===== src/rtl/imem_port_arbiter.sv =====
// imem_port_arbiter
//   Shares the single-port synchronous instruction memory between the program
//   loader (write port) and the CPU fetch unit (read port). One access per
//   cycle; the loader wins by default, but a fetch that has lost MAX_WAIT
//   consecutive cycles is forced through.
//
// Ports
//   clk, rstn                        clock, async active-low reset
//   W, OVERWRITE, ADDR, DATA_WR      loader request / qualifier / address / data
//   wr_ack, wr_rej, wr_count         loader status and accepted-write counter
//   fetch_req, fetch_addr            CPU read request / address
//   fetch_stall, fetch_valid,
//   fetch_data                       CPU read status and returned word
//   mem_en, mem_we, mem_addr,
//   mem_wdata, mem_rdata             memory macro interface
//
// State (register r_last, previous cycle's grant)
//   state | meaning
//   IDLE  | no access granted last cycle
//   READ  | fetch granted last cycle; mem_rdata holds its word now
//   WRITE | loader write granted last cycle

module imem_port_arbiter #(
  parameter int DATA_SIZE = 16,
  parameter int ADDR_SIZE = 5,
  parameter int MAX_WAIT  = 4
) (
  input  logic                 clk,
  input  logic                 rstn,
  input  logic                 W,
  input  logic                 OVERWRITE,
  input  logic [ADDR_SIZE-1:0] ADDR,
  input  logic [DATA_SIZE-1:0] DATA_WR,
  output logic                 wr_ack,
  output logic                 wr_rej,
  output logic [ADDR_SIZE:0]   wr_count,
  input  logic                 fetch_req,
  input  logic [ADDR_SIZE-1:0] fetch_addr,
  output logic                 fetch_stall,
  output logic                 fetch_valid,
  output logic [DATA_SIZE-1:0] fetch_data,
  output logic                 mem_en,
  output logic                 mem_we,
  output logic [ADDR_SIZE-1:0] mem_addr,
  output logic [DATA_SIZE-1:0] mem_wdata,
  input  logic [DATA_SIZE-1:0] mem_rdata
);

  localparam int WAIT_W = (MAX_WAIT < 1) ? 1 : $clog2(MAX_WAIT + 1);
  localparam logic [WAIT_W-1:0] C_WAIT_MAX = WAIT_W'(MAX_WAIT);
  localparam logic [WAIT_W-1:0] C_WAIT_ONE = WAIT_W'(1);
  localparam logic [ADDR_SIZE:0] C_CNT_ONE = (ADDR_SIZE + 1)'(1);

  typedef enum logic [1:0] {IDLE, READ, WRITE} state_t;

  state_t              r_last;
  logic [WAIT_W-1:0]   r_wait_cnt;
  logic [ADDR_SIZE:0]  r_wr_count;

  logic w_wr_req;
  logic w_force_fetch;
  logic w_fetch_grant;
  logic w_wr_grant;

  // Grants are qualified with rstn so every output is quiet while in reset.
  assign w_wr_req      = W & OVERWRITE;
  assign w_force_fetch = (r_wait_cnt == C_WAIT_MAX);
  assign w_fetch_grant = rstn & fetch_req & (~w_wr_req | w_force_fetch);
  assign w_wr_grant    = rstn & w_wr_req & ~w_fetch_grant;

  always_ff @(posedge clk or negedge rstn) begin
    if (!rstn) begin
      r_last     <= IDLE;
      r_wait_cnt <= '0;
      r_wr_count <= '0;
    end else begin
      if (w_fetch_grant)   r_last <= READ;
      else if (w_wr_grant) r_last <= WRITE;
      else                 r_last <= IDLE;

      // Counts consecutive cycles a pending fetch has lost to the loader.
      if (w_fetch_grant || !fetch_req)
        r_wait_cnt <= '0;
      else if (r_wait_cnt != C_WAIT_MAX)
        r_wait_cnt <= r_wait_cnt + C_WAIT_ONE;

      if (w_wr_grant && (r_wr_count != '1))
        r_wr_count <= r_wr_count + C_CNT_ONE;
    end
  end

  always_comb begin
    mem_en    = 1'b0;
    mem_we    = 1'b0;
    mem_addr  = '0;
    mem_wdata = '0;
    wr_ack    = 1'b0;
    if (w_wr_grant) begin
      mem_en    = 1'b1;
      mem_we    = 1'b1;
      mem_addr  = ADDR;
      mem_wdata = DATA_WR;
      wr_ack    = 1'b1;
    end else if (w_fetch_grant) begin
      mem_en   = 1'b1;
      mem_addr = fetch_addr;
    end
  end

  assign wr_rej      = rstn & W & ~OVERWRITE;
  assign fetch_stall = rstn & fetch_req & ~w_fetch_grant;
  assign fetch_valid = rstn & (r_last == READ);
  assign fetch_data  = fetch_valid ? mem_rdata : '0;
  assign wr_count    = r_wr_count;

endmodule


===== config.mk =====
export PLATFORM = sky130hd
export DESIGN_NAME = imem_port_arbiter
export DESIGN_NICKNAME = d
export VERILOG_FILES = /design/src/rtl/imem_port_arbiter.sv
export SDC_FILE = /design/constraint.sdc
export NUM_CORES = 1
export LEC_CHECK = 0
export CAP_MARGIN = 20
export CORE_UTILIZATION = 50
export DETAILED_ROUTE_END_ITERATION = 10
export DONT_BUFFER_PORTS = 1
export SYNTH_ARGS = -nofsm -noshare
export SYNTH_HDL_FRONTEND = slang
export SYNTH_SLANG_ARGS = --single-unit

===== constraint.sdc =====
create_clock -name clk -period 2.2 [get_ports clk]
set_clock_uncertainty 0.15 [all_clocks]
set_input_delay 0.11 -clock clk [delete_from_list [all_inputs] [get_ports clk]]
set_output_delay 0.11 -clock clk [all_outputs]
set_load 0.1 [all_outputs]

==> results of run 1 <==
## cell families after synthesis
family,synth area share [%]
AOI/OAI and AO/OA,11.5
xor gates and xnor gates,1.93
adders and majority gates,4.14
buffers and inverters,5.39
DFF,30.4
muxes,4.83
and+or+nand+nor,41.9
## stage by stage
stage / std cells / instance area (um2) / hold WS (ns) / setup WS (ns)
global placement: 165 / 1760 / -0.335 / 0.270
floorplan: 98 / 950 / -0.336 / 0.0188
==> PnR_summary.wiki, run 1 <==
{| class="wikitable"
! Metric !! Value
|-
| Number of rows in the core area || 15
|-
| Number of register bits inferred by synthesis || 11
|-
| Most repeated cell in the gate-level netlist after synthesis || and2_1
|-
| Die span in y || 44.6 um
|-
| Stopping stage || detailed placement
|-
| GPL Wtd Cong || 0.731
|-
| Number of input and output port buffers inserted || 0
|-
| Yosys top cell area share || roughly 30%
|-
| Starting density of the core || 53.0%
|-
| Horiz. Die Dim || 44.6 um
|-
| Netlist Area Pre-Place || 906 um2
|-
| Syn Inst Count || slightly below 100
|-
| Run status || stopped before the end
|-
| Number of warnings printed during yosys synthesis || 0
|-
| Top area cells in the synthesized netlist || dfrtp_1, and2_1, a22o_1
|-
| FFs w/ async S/R, synth || 100%
|-
| Yosys top cell by area || dfrtp_1
|-
| Err || [ERROR DPL-0038] Utilization greater than 100%, impossible to legalize
|-
| Leading post-synthesis cells by instance count || and2_1, dfrtp_1, a22o_1
|-
| Number of flops mapped to enable cells by yosys || 0
|-
| Count of pins on the block boundary || between 90 and 100
|-
| Number of different library cells in the post-synthesis netlist || 33
|-
| Synth Area per Inst || just over 9 um2
|-
| Top_reg_cell synth || dfrtp_1
|-
| Sequential area share after synthesis || just over 30%
|-
| Syn nets || 148
|}
==> inputs of run 2 (changes only) <==
--- a/config.mk
+++ b/config.mk
@@ -6,9 +6,11 @@
 export NUM_CORES = 1
 export LEC_CHECK = 0
 export CAP_MARGIN = 20
-export CORE_UTILIZATION = 50
+export CORE_AREA = 2 2 63 65
 export DETAILED_ROUTE_END_ITERATION = 10
+export DIE_AREA = 0 0 65 67
 export DONT_BUFFER_PORTS = 1
+export PLACE_DENSITY_LB_ADDON = 0.15
 export SYNTH_ARGS = -nofsm -noshare
 export SYNTH_HDL_FRONTEND = slang
 export SYNTH_SLANG_ARGS = --single-unit
==> PnR_summary.wiki, run 2 <==
{| class="wikitable"
! Metric !! Value
|-
| Worst supply voltage drop on vdd || around 0.00028 V
|-
| CORE AREA || 3610 um2
|-
| Yosys top cell area share || 30.4% (unchanged)
|-
| Number of input and output port buffers inserted || 0 (unchanged)
|-
| Max-cap check violation count || 0
|-
| Number of flops mapped to enable cells by yosys || 0 (unchanged)
|-
| Cell area after placement || 1790 um2
|-
| Transition at the pin with the smallest max-transition slack || approximately 0.5 ns
|-
| Dpl hpwl || 2.47 mm
|-
| Most repeated cell in the gate-level netlist after synthesis || and2_1 (unchanged)
|-
| Path class of the lowest-slack min-delay path || in -> reg
|-
| R2r startpoint || r_wait_cnt[0]
|-
| Top area cells in the synthesized netlist || dfrtp_1, and2_1, a22o_1 (unchanged)
|-
| Tot GR Track Use || 14.4%
|-
| Count of antenna diodes in the layout || 0
|-
| Final antenna-violating net count || 0
|-
| Highest-count cells in the layout ignoring fill and taps || buf_12, and2_2, buf_4
|-
| Final-report hold violation count || 0
|-
| Count of pins on the block boundary || 96 (unchanged)
|-
| Number of different library cells in the post-synthesis netlist || 33 (unchanged)
|-
| Area of the die || 4360 um2
|-
| Power density normalized to cell area || between 700 and 800 nW/um2
|-
| Cell chain of the critical path || inv_1, ha_1, nand2_1, a31oi_4, a22o_1, buf_12
|-
| GPL Wtd Cong || 0.721 (was 0.731)
|-
| Die span in y || 67 um (was 44.6 um)
|-
| Worst-case hold path end point || r_last[1]
|-
| Clock Path Buffers || 2
|-
| Leakage power figure || 0.000811 uW
|-
| Syn nets || 148 (unchanged)
|-
| Number of vias per cell || about 4.7
|-
| Max Clock Freq || 476 MHz
|-
| Number of rows in the core area || 22 (was 15)
|-
| Final wirelength || 3.01 mm
|-
| Netlist Area Pre-Place || 906 um2 (unchanged)
|-
| Aggregate global routing overflow || 0
|-
| Synthesis-to-finish area growth || 110%
|-
| Register-to-Register Setup Slack || 0.18 ns
|-
| Count of unresolved DRC violations after routing || 0
|-
| Number of register bits inferred by synthesis || 11 (unchanged)
|-
| Overall via count from detail_route || between 900 and 1000
|-
| Horiz. Die Dim || 65 um (was 44.6 um)
|-
| Total setup violations reported at the end of the flow || 0
|-
| Setup CP Type || reg -> out
|-
| Top_reg_cell synth || dfrtp_1 (unchanged)
|-
| Hold Crit Start || rstn
|-
| Number of clock sinks || 11
|-
| Setup fix buffers added after clock tree synthesis || 0
|-
| Synth Area per Inst || 9.24 um2 (unchanged)
|-
| Drt initial violations || 18
|-
| Run status || completed (was stopped before the end)
|-
| Syn Inst Count || 98 (unchanged)
|-
| Cell family contributing the most delay on the critical path || compound AO/OA/AOI/OAI gates
|-
| CTS H-Tree Depth || 1
|-
| Routed wire length per instance || 15.2 um
|-
| Crit path largest cell delay || 0.40 ns
|-
| Flip-flop count of the largest register, all copies and words added || 6
|-
| Maximum number of pins on one net before global-route repair || 18
|-
| Yosys top cell by area || dfrtp_1 (unchanged)
|-
| Worst Path Max Fanout || 9
|-
| Number of cells in the design after placement || roughly 190
|-
| Highest-delay cell along the critical path || dfrtp_1
|-
| Number of warnings printed during yosys synthesis || 0 (unchanged)
|-
| Most common cell after layout, fill and taps aside || buf_12
|-
| Layout cell share with drive strength beyond 1 || 62.0%
|-
| Initial antenna violation count || 0
|-
| Final cell count without fillers || 198
|-
| Worst flop-to-flop path endpoint || r_last[0]
|-
| Via count of the first global-routing pass || around 1000
|-
| Wire length of the first global-routing pass || 4.72 mm
|-
| Clock slew at reported path FFs || ~0.050 ns
|-
| Critical Path AT || 1.84 ns
|-
| Clock root buffer master || clkbuf_8
|-
| Clock buffer count from CTS || 3
|-
| Unrepaired setup endpoints after global routing || yes
|-
| Final worst path period share || 95.4%
|-
| Clock tree from TritonCTS || yes
|-
| Final-layout worst hold slack || 0.0178 ns
|-
| Capturing element type of the critical path || output port
|-
| Startpoint Class || flip-flop
|-
| WP data required || 1.94 ns
|-
| Worst hold path stage count || 2
|-
| FFs w/ async S/R, synth || 100% (unchanged)
|-
| Crit path buf inv count || 2
|-
| First-pass detailed-route iteration total || 4
|-
| Sequential area share after synthesis || 30.4% (unchanged)
|-
| Final number of max-transition violations || 0
|-
| Leading post-synthesis cells by instance count || and2_1, dfrtp_1, a22o_1 (unchanged)
|-
| Final nets || 201
|-
| Worst-skew pair later-pin latency || ~0.23 ns
|-
| Minimum period implied by the final worst setup slack || 2.10 ns
|-
| Post-layout total power || 1420 uW
|-
| Worst R2R Path Depth || 5
|-
| Post-route design area || between 1500 and 2000 um2
|-
| Starting density of the core || 25.1% (was 53.0%)
|-
| Max-Slew Margin vs Limit || between 60% and 70%
|}
==> run 2: cell counts after synthesis <==
No cell type changed its count.
==> run 2: where the power goes <==
part	internal (uW)	total (uW)	switching (uW)	leakage (uW)
Combinational	235	892	657	0.000649
Sequential	261	324	63.0	0.000139
Clock	127	200	73.0	0.0000228
Total	623	1420	793	0.000811
==> run 2: cell families (layout without fill, tap and decap cells) <==
logic type | after synthesis | count (layout) | synth area share, %
simple gates | 58 | 60 | 41.9
compound gates | 11 | 11 | 11.5
flops | 11 | 11 | 30.4
buf+inv | 9 | 59 | 5.39
mux | 4 | 4 | 4.83
fa+ha+maj | 3 | 3 | 4.14
xor+xnor | 2 | 2 | 1.93
==> run 2: stage by stage <==
step | setup slack (ns) | util (%) | TNS (ns)
after detailed placement | 0.134 | 49.7 | 0
after global placement | 0.254 | 49.7 | 0
after CTS | 0.0439 | 52.6 | 0
final | 0.101 | 52.9 | 0
after global routing | -0.000528 | 52.9 | -0.000528
after floorplan | 0.0188 | - | 0
==> run 2: what timing repair did <==
item,4_1_cts,5_1_grt
gates cloned,1,1
gates resized for setup,3,1
hold endpoints to repair,15,0
pin swaps,1,2
hold buffers,4,0
setup endpoints to repair,23,12
==> run 2: how the worst max path moves through the flow <==
stage | from | to | cells past startpoint
floorplan | r_wait_cnt[0] | mem_wdata[10] | 7
global placement | r_wait_cnt[0] | mem_addr[4] | 6
detailed placement | r_wait_cnt[0] | mem_wdata[15] | 6
CTS | r_wait_cnt[0] | mem_addr[4] | 6
global route | r_wait_cnt[0] | mem_addr[4] | 6
finish | r_wait_cnt[0] | mem_addr[4] | 6
==> run 2: cell type report <==
class                           instances  area (um2)
Inverter                                3        11.3
Multi-Input combinational cell         80         662
Timing Repair Buffer                   52         851
Sequential cell                        11         278
Tap cell                               48        60.1
Fill cell                             316        1700
Clock buffer                            4        45.0
==> run 2: per-layer routing <==
layer  share of wire (%)  vias to the layer above  track usage, %
li1                    -                      436               -
met1                  32                      438            14.6
met2                  58                       55            28.4
met3                 8.4                        4            3.38
met4                 1.4                        0            5.32
met5                   0                        -               0
No activity file was read; power rests on OpenSTA's default activity.
